--- config.mk ---
export PLATFORM = sky130hd
export DESIGN_NAME = port_sequencer
export DESIGN_NICKNAME = d
export VERILOG_FILES = /design/src/rtl/port_sequencer.sv
export SDC_FILE = /design/constraint.sdc
export NUM_CORES = 1
export LEC_CHECK = 0
export ABC_AREA = 1
export CAP_MARGIN = 20
export CELL_PAD_IN_SITES_DETAIL_PLACEMENT = 0
export CELL_PAD_IN_SITES_GLOBAL_PLACEMENT = 1
export CORE_MARGIN = 5
export CORE_UTILIZATION = 51
export CTS_CLUSTER_SIZE = 12
export DETAILED_ROUTE_END_ITERATION = 7
export DONT_BUFFER_PORTS = 1
export HOLD_SLACK_MARGIN = 0.12
export MAX_ROUTING_LAYER = met4
export PLACE_DENSITY = 0.91
export SYNTH_ARGS = -nofsm -noshare
export SYNTH_HDL_FRONTEND = slang
export SYNTH_SLANG_ARGS = --single-unit
--- constraint.sdc ---
create_clock -name clk -period 5.4 [get_ports clk]
set_clock_uncertainty 0.15 [all_clocks]
set_input_delay 0.54 -clock clk [delete_from_list [all_inputs] [get_ports clk]]
set_output_delay 0.54 -clock clk [all_outputs]
set_load 0.03 [all_outputs]
--- src/rtl/port_sequencer.sv ---
// port_sequencer: buffers processor words in a small FIFO and
// replays them onto the GPIO port at a programmable interval.
module port_sequencer #(
   parameter int WIDTH = 8,
   parameter int DEPTH = 4,
   parameter int DIV_W = 8
) (
   input  logic                           clk,
   input  logic                           rst,
   input  logic                           wr_valid,
   input  logic [WIDTH-1:0]               wr_data,
   output logic                           wr_ready,
   input  logic                           enable,
   input  logic [DIV_W-1:0]               div,
   output logic                           cePortDir,
   output logic                           portDir,
   output logic                           cePortOut,
   output logic [WIDTH-1:0]               portData,
   output logic                           busy,
   output logic [$clog2(DEPTH+1)-1:0]     level
);

   localparam int AW = $clog2(DEPTH);
   localparam int LW = $clog2(DEPTH+1);

   localparam logic [2:0] S_IDLE  = 3'd0;
   localparam logic [2:0] S_SETUP = 3'd1;
   localparam logic [2:0] S_EMIT  = 3'd2;
   localparam logic [2:0] S_GAP   = 3'd3;
   localparam logic [2:0] S_REL   = 3'd4;

   localparam logic [LW-1:0]    LVL_ONE  = LW'(1);
   localparam logic [LW-1:0]    LVL_ZERO = '0;
   localparam logic [LW-1:0]    LVL_FULL = LW'(DEPTH);
   localparam logic [AW-1:0]    PTR_ONE  = AW'(1);
   localparam logic [DIV_W-1:0] CNT_ONE  = DIV_W'(1);
   localparam logic [DIV_W-1:0] CNT_ZERO = '0;

   logic [2:0]       state_q, state_d;
   logic [AW-1:0]    wptr_q, wptr_d;
   logic [AW-1:0]    rptr_q, rptr_d;
   logic [LW-1:0]    level_q, level_d;
   logic [DIV_W-1:0] cnt_q, cnt_d;
   logic [WIDTH-1:0] mem_q [DEPTH];

   logic             push;
   logic             pop;
   logic [LW-1:0]    remaining;

   // Handshake and FIFO occupancy bookkeeping
   always_comb begin
      wr_ready  = (level_q != LVL_FULL);
      push      = wr_valid && wr_ready;
      pop       = (state_q == S_EMIT) && (level_q != LVL_ZERO);
      remaining = pop ? (level_q - LVL_ONE) : level_q;
      wptr_d    = push ? (wptr_q + PTR_ONE) : wptr_q;
      rptr_d    = pop ? (rptr_q + PTR_ONE) : rptr_q;
      level_d   = level_q;
      if (push && !pop) begin
         level_d = level_q + LVL_ONE;
      end else if (!push && pop) begin
         level_d = level_q - LVL_ONE;
      end
   end

   // Sequencer next-state and interval counter
   always_comb begin
      state_d = state_q;
      cnt_d   = cnt_q;
      case (state_q)
         S_IDLE: begin
            if (enable && level_q != LVL_ZERO) begin
               state_d = S_SETUP;
            end
         end
         S_SETUP: begin
            state_d = S_EMIT;
         end
         S_EMIT: begin
            cnt_d = div;
            if (div != CNT_ZERO) begin
               state_d = S_GAP;
            end else if (enable && remaining != LVL_ZERO) begin
               state_d = S_EMIT;
            end else begin
               state_d = S_REL;
            end
         end
         S_GAP: begin
            cnt_d = cnt_q - CNT_ONE;
            if (cnt_q == CNT_ONE) begin
               if (enable && level_q != LVL_ZERO) begin
                  state_d = S_EMIT;
               end else begin
                  state_d = S_REL;
               end
            end
         end
         S_REL: begin
            state_d = S_IDLE;
         end
         default: begin
            state_d = S_IDLE;
         end
      endcase
   end

   // Moore decode of port strobes from the state register
   always_comb begin
      cePortDir = (state_q == S_SETUP) || (state_q == S_REL);
      portDir   = (state_q == S_SETUP);
      cePortOut = (state_q == S_EMIT);
      portData  = (state_q == S_EMIT) ? mem_q[rptr_q] : '0;
      busy      = (state_q != S_IDLE);
      level     = level_q;
   end

   // Control state registers with synchronous reset
   always_ff @(posedge clk) begin
      if (rst) begin
         state_q <= S_IDLE;
         wptr_q  <= '0;
         rptr_q  <= '0;
         level_q <= '0;
         cnt_q   <= '0;
      end else begin
         state_q <= state_d;
         wptr_q  <= wptr_d;
         rptr_q  <= rptr_d;
         level_q <= level_d;
         cnt_q   <= cnt_d;
      end
   end

   // FIFO storage; contents are don't-care until written
   always_ff @(posedge clk) begin
      if (push) begin
         mem_q[wptr_q] <= wr_data;
      end
   end

endmodule

==> impl_results.html <==
<table>
<tr><th>Metric</th><th>Value</th></tr>
<tr><th colspan="2">Floorplan</th></tr>
<tr><td>Floorplan die area</td><td>0.00637 mm^2</td></tr>
<tr><td>Std cell rows</td><td>25</td></tr>
<tr><td>I/O pin count</td><td>36</td></tr>
<tr><td>DIE WIDTH</td><td>79.8 um</td></tr>
<tr><td>Initial cell density of the core</td><td>52.6%</td></tr>
<tr><td>Chip Height</td><td>79.8 um</td></tr>
<tr><td>Core box area</td><td>0.00472 mm^2</td></tr>
<tr><th colspan="2">Timing</th></tr>
<tr><td>Final worst path period need</td><td>2.62 ns</td></tr>
<tr><td>Slew at the pin with the worst max-slew slack</td><td>0.931 ns</td></tr>
<tr><td>Total count of max-transition violations in the final report</td><td>0</td></tr>
<tr><td>Final Hold Fails</td><td>0</td></tr>
<tr><td>Fraction of the cycle the final worst path needs</td><td>48.5%</td></tr>
<tr><td>Unrepaired setup endpoints after global routing</td><td>false</td></tr>
<tr><td>Peak Freq</td><td>382 MHz</td></tr>
<tr><td>Worst slew margin relative to its limit</td><td>37.3%</td></tr>
<tr><td>Total setup violations reported at the end of the flow</td><td>0</td></tr>
<tr><td>Fin Setup TNS</td><td>0 ns</td></tr>
<tr><th colspan="2">Yosys</th></tr>
<tr><td>Number of synthesized flops with an enable pin</td><td>32</td></tr>
<tr><td>Syn Nets</td><td>308</td></tr>
<tr><td>Number of warnings printed during yosys synthesis</td><td>0</td></tr>
<tr><td>Synth area leader</td><td>sky130_fd_sc_hd__edfxtp_1</td></tr>
<tr><td>Total standard cell area after synthesis</td><td>0.00248 mm^2</td></tr>
<tr><td>Share of the synthesized area in the top cell type</td><td>38.7%</td></tr>
<tr><td>Portion of the post-synthesis area used by sequential elements</td><td>54.8%</td></tr>
<tr><td>Distinct cell type count after synthesis</td><td>28</td></tr>
<tr><td>Dominant synthesized flop cell</td><td>sky130_fd_sc_hd__edfxtp_1</td></tr>
<tr><td>Leading cell types by total area after synthesis</td><td>sky130_fd_sc_hd__edfxtp_1, sky130_fd_sc_hd__dfxtp_1, sky130_fd_sc_hd__nor2_1, sky130_fd_sc_hd__o21ai_0, sky130_fd_sc_hd__inv_1</td></tr>
<tr><td>Gate count of the mapped netlist</td><td>278</td></tr>
<tr><td>Async set or reset register ratio after synthesis</td><td>0%</td></tr>
<tr><td>Avg Inst Size Synth</td><td>8.93 um^2</td></tr>
<tr><td>Synthesized flop and latch total</td><td>52</td></tr>
<tr><th colspan="2">Run status</th></tr>
<tr><td>Result of the run</td><td>finished clean</td></tr>
<tr><th colspan="2">Power and ir drop</th></tr>
<tr><td>Total power density per cell area</td><td>365 mW/mm^2</td></tr>
<tr><td>Switching power as a share of total power</td><td>34.9%</td></tr>
<tr><td>Overall power consumption</td><td>0.963 mW</td></tr>
<tr><td>Worst supply voltage drop on vdd</td><td>163 uV</td></tr>
<tr><td>Static leakage</td><td>1.03 nW</td></tr>
<tr><td>Clock network fraction of total power</td><td>22.4%</td></tr>
<tr><td>Reported net switching power</td><td>0.336 mW</td></tr>
<tr><td>Relative contribution of sequential cells to total power</td><td>51.4%</td></tr>
<tr><td>Cell-internal power</td><td>0.627 mW</td></tr>
<tr><td>Gate power share</td><td>26.2%</td></tr>
<tr><th colspan="2">Clock network</th></tr>
<tr><td>Root buffer selected by CTS</td><td>sky130_fd_sc_hd__clkbuf_8</td></tr>
<tr><td>Maximum clock insertion buffer count</td><td>2</td></tr>
<tr><td>Clock tree sinks</td><td>52</td></tr>
<tr><td>CTS tree</td><td>yes</td></tr>
<tr><td>Clock latency at the later pin of the worst-skew pair</td><td>0.30 ns</td></tr>
<tr><td>Clock H-tree levels</td><td>2</td></tr>
<tr><td>Number of buffers inserted during clock tree synthesis</td><td>5</td></tr>
<tr><td>Clock-pin slew on the worst setup and hold paths</td><td>0.09 ns</td></tr>
<tr><th colspan="2">Final layout</th></tr>
<tr><td>Count of inserted antenna diode cells</td><td>0</td></tr>
<tr><td>Area Overhead vs Synth</td><td>6.30%</td></tr>
<tr><td>Final core utilization</td><td>55.9%</td></tr>
<tr><td>Net count, final</td><td>310</td></tr>
<tr><td>Number of inserted filler cells in the final layout</td><td>443</td></tr>
<tr><td>Layout cells sized above 1</td><td>8.90%</td></tr>
<tr><th colspan="2">Detailed routing</th></tr>
<tr><td>DRC violation total after the first TritonRoute iteration</td><td>65</td></tr>
<tr><td>Count of antenna-violating nets left after detailed routing</td><td>0</td></tr>
<tr><td>Met1 Routed Length</td><td>2060 um</td></tr>
<tr><td>Total wire length</td><td>4600 um</td></tr>
<tr><td>Vias per cell</td><td>5.01</td></tr>
<tr><td>Highest metal layer with signal wires</td><td>met4</td></tr>
<tr><td>Met3 WL post-DR</td><td>282 um</td></tr>
<tr><td>Post-detailed-route wirelength per cell</td><td>13.2 um</td></tr>
<tr><td>DRC errors left</td><td>0</td></tr>
<tr><td>Pre-antenna DRT Iters</td><td>4</td></tr>
<tr><td>WL met2</td><td>2170 um</td></tr>
<tr><td>Number of vias in the routed layout</td><td>1743</td></tr>
<tr><th colspan="2">GRT</th></tr>
<tr><td>Via count of the first global-routing pass</td><td>1688</td></tr>
<tr><td>Antenna violations before repair</td><td>0</td></tr>
<tr><td>Overall Global Routing Usage</td><td>16.0%</td></tr>
<tr><td>Leftover overflow at the end of global routing</td><td>0</td></tr>
<tr><td>Global-route wire length before repair</td><td>7540 um</td></tr>
<tr><td>Pin count of the biggest net entering global routing</td><td>18</td></tr>
<tr><th colspan="2">Place</th></tr>
<tr><td>Final HPWL DP</td><td>3490 um</td></tr>
<tr><td>Final weighted congestion in routability-driven placement</td><td>0.783</td></tr>
<tr><td>Number of port buffers</td><td>0</td></tr>
<tr><th colspan="2">Worst hold path</th></tr>
<tr><td>Type of the worst min-delay path</td><td>input port to register</td></tr>
<tr><th colspan="2">Setup path</th></tr>
<tr><td>Most repeated library cell on the critical path</td><td>sky130_fd_sc_hd__nand2_1</td></tr>
<tr><td>Slowest-stage cell, CP</td><td>sky130_fd_sc_hd__dfxtp_1</td></tr>
<tr><td>CP cell instances</td><td>inv_1, ha_1, nand2_1, nand2_1, nor2_1</td></tr>
<tr><td>Kind of launch point of the worst setup path</td><td>register</td></tr>
<tr><td>Capturing element type of the critical path</td><td>register</td></tr>
<tr><td>Delay of the slowest cell on the worst path</td><td>0.62 ns</td></tr>
<tr><td>CP Data Required Time</td><td>5.19 ns</td></tr>
<tr><td>Crit path arrival time</td><td>2.41 ns</td></tr>
<tr><td>Path type of the worst setup path</td><td>register to register</td></tr>
<tr><td>Highest net fanout along the worst path</td><td>9</td></tr>
<tr><th colspan="2">Job</th></tr>
<tr><td>Max-capacitance violation count</td><td>0</td></tr>
</table>
[worst max-delay path: cells and delay by family (launching register included)]
kind,cells,cell delay [ns]
adders and majority gates,1,0.25
buffers and inverters,1,0.13
DFF,1,0.62
and+or+nand+nor,3,1.12
[synth_stat cells, types with 2 or more instances]
cell type / number
sky130_fd_sc_hd__nor2_1: 52
sky130_fd_sc_hd__inv_1: 36
sky130_fd_sc_hd__nand2_1: 34
sky130_fd_sc_hd__edfxtp_1: 32
sky130_fd_sc_hd__o21ai_0: 30
sky130_fd_sc_hd__dfxtp_1: 20
sky130_fd_sc_hd__a21oi_1: 17
sky130_fd_sc_hd__ha_1: 10
sky130_fd_sc_hd__nand3_1: 7
sky130_fd_sc_hd__inv_2: 5
sky130_fd_sc_hd__a31oi_1: 4
sky130_fd_sc_hd__buf_2: 3
sky130_fd_sc_hd__clkbuf_1: 3
sky130_fd_sc_hd__nand2_2: 3
sky130_fd_sc_hd__nand3_2: 3
sky130_fd_sc_hd__a21oi_2: 2
sky130_fd_sc_hd__nor2_2: 2
sky130_fd_sc_hd__nor2_4: 2
sky130_fd_sc_hd__nor3_1: 2
sky130_fd_sc_hd__o211ai_1: 2
sky130_fd_sc_hd__xnor2_1: 2
[cell families (layout without fill, tap and decap cells)]
kind of cell,after synthesis,in the layout,synth area share [%]
AOI/OAI and AO/OA,60,60,13.4
xor gates and xnor gates,3,3,1.06
adders and majority gates,10,10,5.04
buffers and inverters,47,50,7.25
DFF,52,52,54.8
and+or+nand+nor,106,106,18.4
[routing by layer]
layer  GRT usage, %  vias to the layer above
met5              -                        -
met3           5.08                        8
li1               -                      924
met1           17.3                      782
met4           7.43                        0
met2           26.9                       29
[state kept, by name, indices dropped and copies added, names as in the netlist, named ones only]
signal   count
level        3
rptr_q       2
wptr_q       2
mem_q       32
cnt_q        8
state_q      3
[path summary, 6_finish.rpt]
kind,startpoint,endpoint,slack (ns),cells after the start
worst min register to register,rptr_q[1],register,0.32,2
worst min-delay path,rst,cnt_q[6],0.14,1
worst max register to register,level[0],mem_q[2][3],2.78,5
worst max-delay path,level[0],mem_q[2][3],2.78,5
[placed cells by master, fill, tap and decap left out]
cell type	synthesis	final
sky130_fd_sc_hd__nor2_1	52	52
sky130_fd_sc_hd__a22oi_1	1	1
sky130_fd_sc_hd__a21oi_1	17	17
sky130_fd_sc_hd__nand3_1	7	7
sky130_fd_sc_hd__edfxtp_1	32	32
sky130_fd_sc_hd__xnor2_1	2	2
sky130_fd_sc_hd__nand4_1	1	1
sky130_fd_sc_hd__clkinvlp_4	0	1
sky130_fd_sc_hd__nand3_2	3	3
sky130_fd_sc_hd__nor2_2	2	2
sky130_fd_sc_hd__dfxtp_1	20	20
sky130_fd_sc_hd__ha_1	10	10
sky130_fd_sc_hd__o22ai_1	1	1
sky130_fd_sc_hd__clkbuf_1	3	1
sky130_fd_sc_hd__inv_2	5	5
sky130_fd_sc_hd__dlygate4sd3_1	0	1
sky130_fd_sc_hd__xor2_1	1	1
sky130_fd_sc_hd__a221oi_1	1	1
sky130_fd_sc_hd__nor3_1	2	2
sky130_fd_sc_hd__clkbuf_8	0	5
sky130_fd_sc_hd__o221ai_1	1	1
sky130_fd_sc_hd__o21ai_0	30	30
sky130_fd_sc_hd__nand2_2	3	3
sky130_fd_sc_hd__o21ai_2	1	1
sky130_fd_sc_hd__o211ai_1	2	2
sky130_fd_sc_hd__nor2_4	2	2
sky130_fd_sc_hd__nand2_1	34	34
sky130_fd_sc_hd__clkinv_4	0	1
sky130_fd_sc_hd__a21oi_2	2	2
sky130_fd_sc_hd__a31oi_1	4	4
sky130_fd_sc_hd__inv_1	36	36
[metrics by stage]
step / cell area, um^2 / cells / setup slack (ns) / hold WS [ns]
after CTS: 2630 / 347 / 2.73 / 0.121
after global placement: 2540 / 339 / 2.85 / 0.303
after global routing: 2640 / 348 / 2.51 / 0.121
final: 2640 / 348 / 2.78 / 0.143
after detailed placement: 2540 / 339 / 2.74 / 0.306
after floorplan: 2480 / 278 / 3.06 / 0.287
[final cells by class]
type / instances / area (um^2) / share of cell area [%]
clock inverter: 2 / 16.3 / 0.616
multi-input combinational: 179 / 942 / 35.7
sequential: 52 / 1360 / 51.6
timing repair buffer: 1 / 10.0 / 0.379
inverter: 41 / 154 / 5.83
clock buffer: 6 / 72.6 / 2.75
tap: 67 / 83.8 / 3.18
[power groups by stage]
stage                     registers, mW  logic [mW]  clock network, mW
after floorplan                   0.495       0.219                  0
after global placement            0.503       0.250                  0
after detailed placement          0.504       0.254                  0
after CTS                         0.495       0.255              0.221
after global routing              0.500       0.285              0.240
final                             0.495       0.253              0.215
[repair_timing]
action | CTS | global route
endpoints found under the hold margin | 0 | 1
buffers inserted | 0 | 0
gates resized for setup | 0 | 0
hold buffers | 0 | 1
(Power assumes the default switching activity.)
==> patch, RTL diff (same flow settings) <==
Change the parameter `WIDTH` from 8 to 6.
--- a/src/rtl/port_sequencer.sv
+++ b/src/rtl/port_sequencer.sv
@@ -1,7 +1,7 @@
 // port_sequencer: buffers processor words in a small FIFO and
 // replays them onto the GPIO port at a programmable interval.
 module port_sequencer #(
-   parameter int WIDTH = 8,
+   parameter int WIDTH = 6,
    parameter int DEPTH = 4,
    parameter int DIV_W = 8
 ) (
Ports: changed (resized portData and wr_data); port bits go from 36 to 32. No check against the original RTL was run, so the function may have changed too.
==> patch against the original RTL <==
Setup slack better by 0.025 ns. Routed wire length is 8.8% lower. Total power grew 4.6%. Clock power shrank 9%. Synthesized cell count is 10% lower. Sequential power decreased by 9.7%. Core utilization up 0.96 points. Cell area shrank 12%. Sequential cell count is 8 lower. Area after synthesis decreased by 12%. Critical path type unchanged. Critical endpoint is now level[2]$_SDFFE_PP0P_. Largest power group unchanged.
==> patch: results (changes against the original RTL) <==
stage,metric,value,unit,change
status,status,"finished, final reports clean",,unchanged
power_and_ir_drop,leakagePower,0.889,nW,was 1.03 nW
synth,synth_area_leaders,"edfxtp_1 33%, dfxtp_1 18%, nor2_1 6.8%",,"was edfxtp_1 39%, dfxtp_1 16%, nor2_1 7.9%"
grt,grt_pass1_vias,1554,,was 1688
worst_setup_path,worstReg2RegEnd,level[2]$_SDFFE_PP0P_,,was mem_q[2][3]$_DFFE_PP_
route,avgViaCountPerCell,5.29,,was 5.01
finish,top_regs,"mem_q (24), cnt_q (8)",,"was mem_q (32), cnt_q (8)"
sta,worstMarginPinSlew,0.921,ns,was 0.931 ns
placed_design,place_ws,2.79,ns,was 2.74 ns
grt,track_usage,16.8,%,was 16.0%
placed_design,dp_hpwl,3190,microns,was 3490 microns
power_and_ir_drop,vdd_ir_drop_max,0.234,mV,was 0.163 mV
synth,synth_commonest_cells,"40 x nor2_1, 39 x nand2_1, 26 x inv_1",,"was 52 x nor2_1, 36 x inv_1, 34 x nand2_1"
worst_setup_path,arrival,2.64,ns,was 2.41 ns
grt,grt_max_degree,14,,was 18
sta,holdWs,0.146,ns,was 0.143 ns
route,drt-initial-drc-count,58,,was 65
synth,synth_cell_types,34,,was 28
synth,synth-seq-area-share,51.1,%,was 54.8%
route,wl_per_cell,13.8,microns,was 13.2 microns
placed_design,place_inst,296,,was 339
finish,layout.nets,281,,was 310
finish,drive_above_1_share,10.2,%,was 8.90%
synth,syn_area_per_cell,8.78,sq um,was 8.93 sq um
route,drt_wl_total,4200,microns,was 4600 microns
-- patch: changes by cell type after synthesis, sizes merged, moves of 2 or more --
| cell | unedited run | this run |
|---|---|---|
| nor2 | 56 | 44 |
| edfxtp | 32 | 24 |
| inv | 41 | 33 |
| o21ai | 31 | 24 |
| nand2 | 37 | 41 |
| a21oi | 19 | 17 |
| nand4 | 1 | 3 |
| xor2 | 1 | 3 |
-- patch: area by class of cell --
| cell class | instances | area, sq um | share of cell area (%) |
|---|---|---|---|
| sequential | 44 | 1120 | 48.3 |
| clock inverter | 2 | 11.3 | 0.485 |
| tap | 50 | 62.6 | 2.69 |
| inverter | 35 | 145 | 6.25 |
| clock buffer | 6 | 72.6 | 3.12 |
| multi-input combinational | 167 | 911 | 39.2 |
-- patch: worst max path at each step --
stage	depth (start not counted)	slack, ns	startpoint	endpoint
floorplan	9	3.06	level[0]$_SDFFE_PP0P_	level[2]$_SDFFE_PP0P_
global placement	9	2.90	level[0]$_SDFFE_PP0P_	level[2]$_SDFFE_PP0P_
detailed placement	9	2.79	level[0]$_SDFFE_PP0P_	level[2]$_SDFFE_PP0P_
CTS	9	2.77	level[0]$_SDFFE_PP0P_	level[2]$_SDFFE_PP0P_
global route	9	2.57	level[0]$_SDFFE_PP0P_	level[2]$_SDFFE_PP0P_
finish	9	2.81	level[0]$_SDFFE_PP0P_	level[2]$_SDFFE_PP0P_
-- patch: cells by family after synthesis --
logic type,count (synthesis),share of synthesized area (%)
flops,44,51.1
fa+ha+maj,10,5.70
xor+xnor,4,1.60
compound gates,51,13.5
simple gates,102,20.8
buf+inv,39,7.41
-- patch: power by group --
group          switching, mW  total [mW]  internal [mW]
combinational          0.247       0.363          0.117
sequential            0.0493       0.447          0.398
clock                  0.107       0.196         0.0897
total                  0.403        1.01          0.604
-- patch: critical path: stages (launching register included) --
cell and delay, ns:
dfxtp_1 0.61, inv_1 0.13, ha_1 0.25, nand2_1 0.26
nand2_1 0.25, inv_1 0.11, ha_1 0.25, inv_1 0.11
o21ai_0 0.09, a221oi_1 0.29
-- patch: layer usage --
metal  vias up  track usage [%]  wire [microns]
li1        836                -               -
met1       740             19.4            1810
met2        28             27.9            2100
met3         4             4.75             222
met4         0             5.83              57
met5         -                -               0
-- patch: stage by stage --
step / area [sq um] / utilization (%)
after floorplan: 2190 / -
after global placement: 2240 / 54.8
after detailed placement: 2240 / 54.8
after CTS: 2320 / 56.9
after global routing: 2320 / 56.9
final: 2320 / 56.9
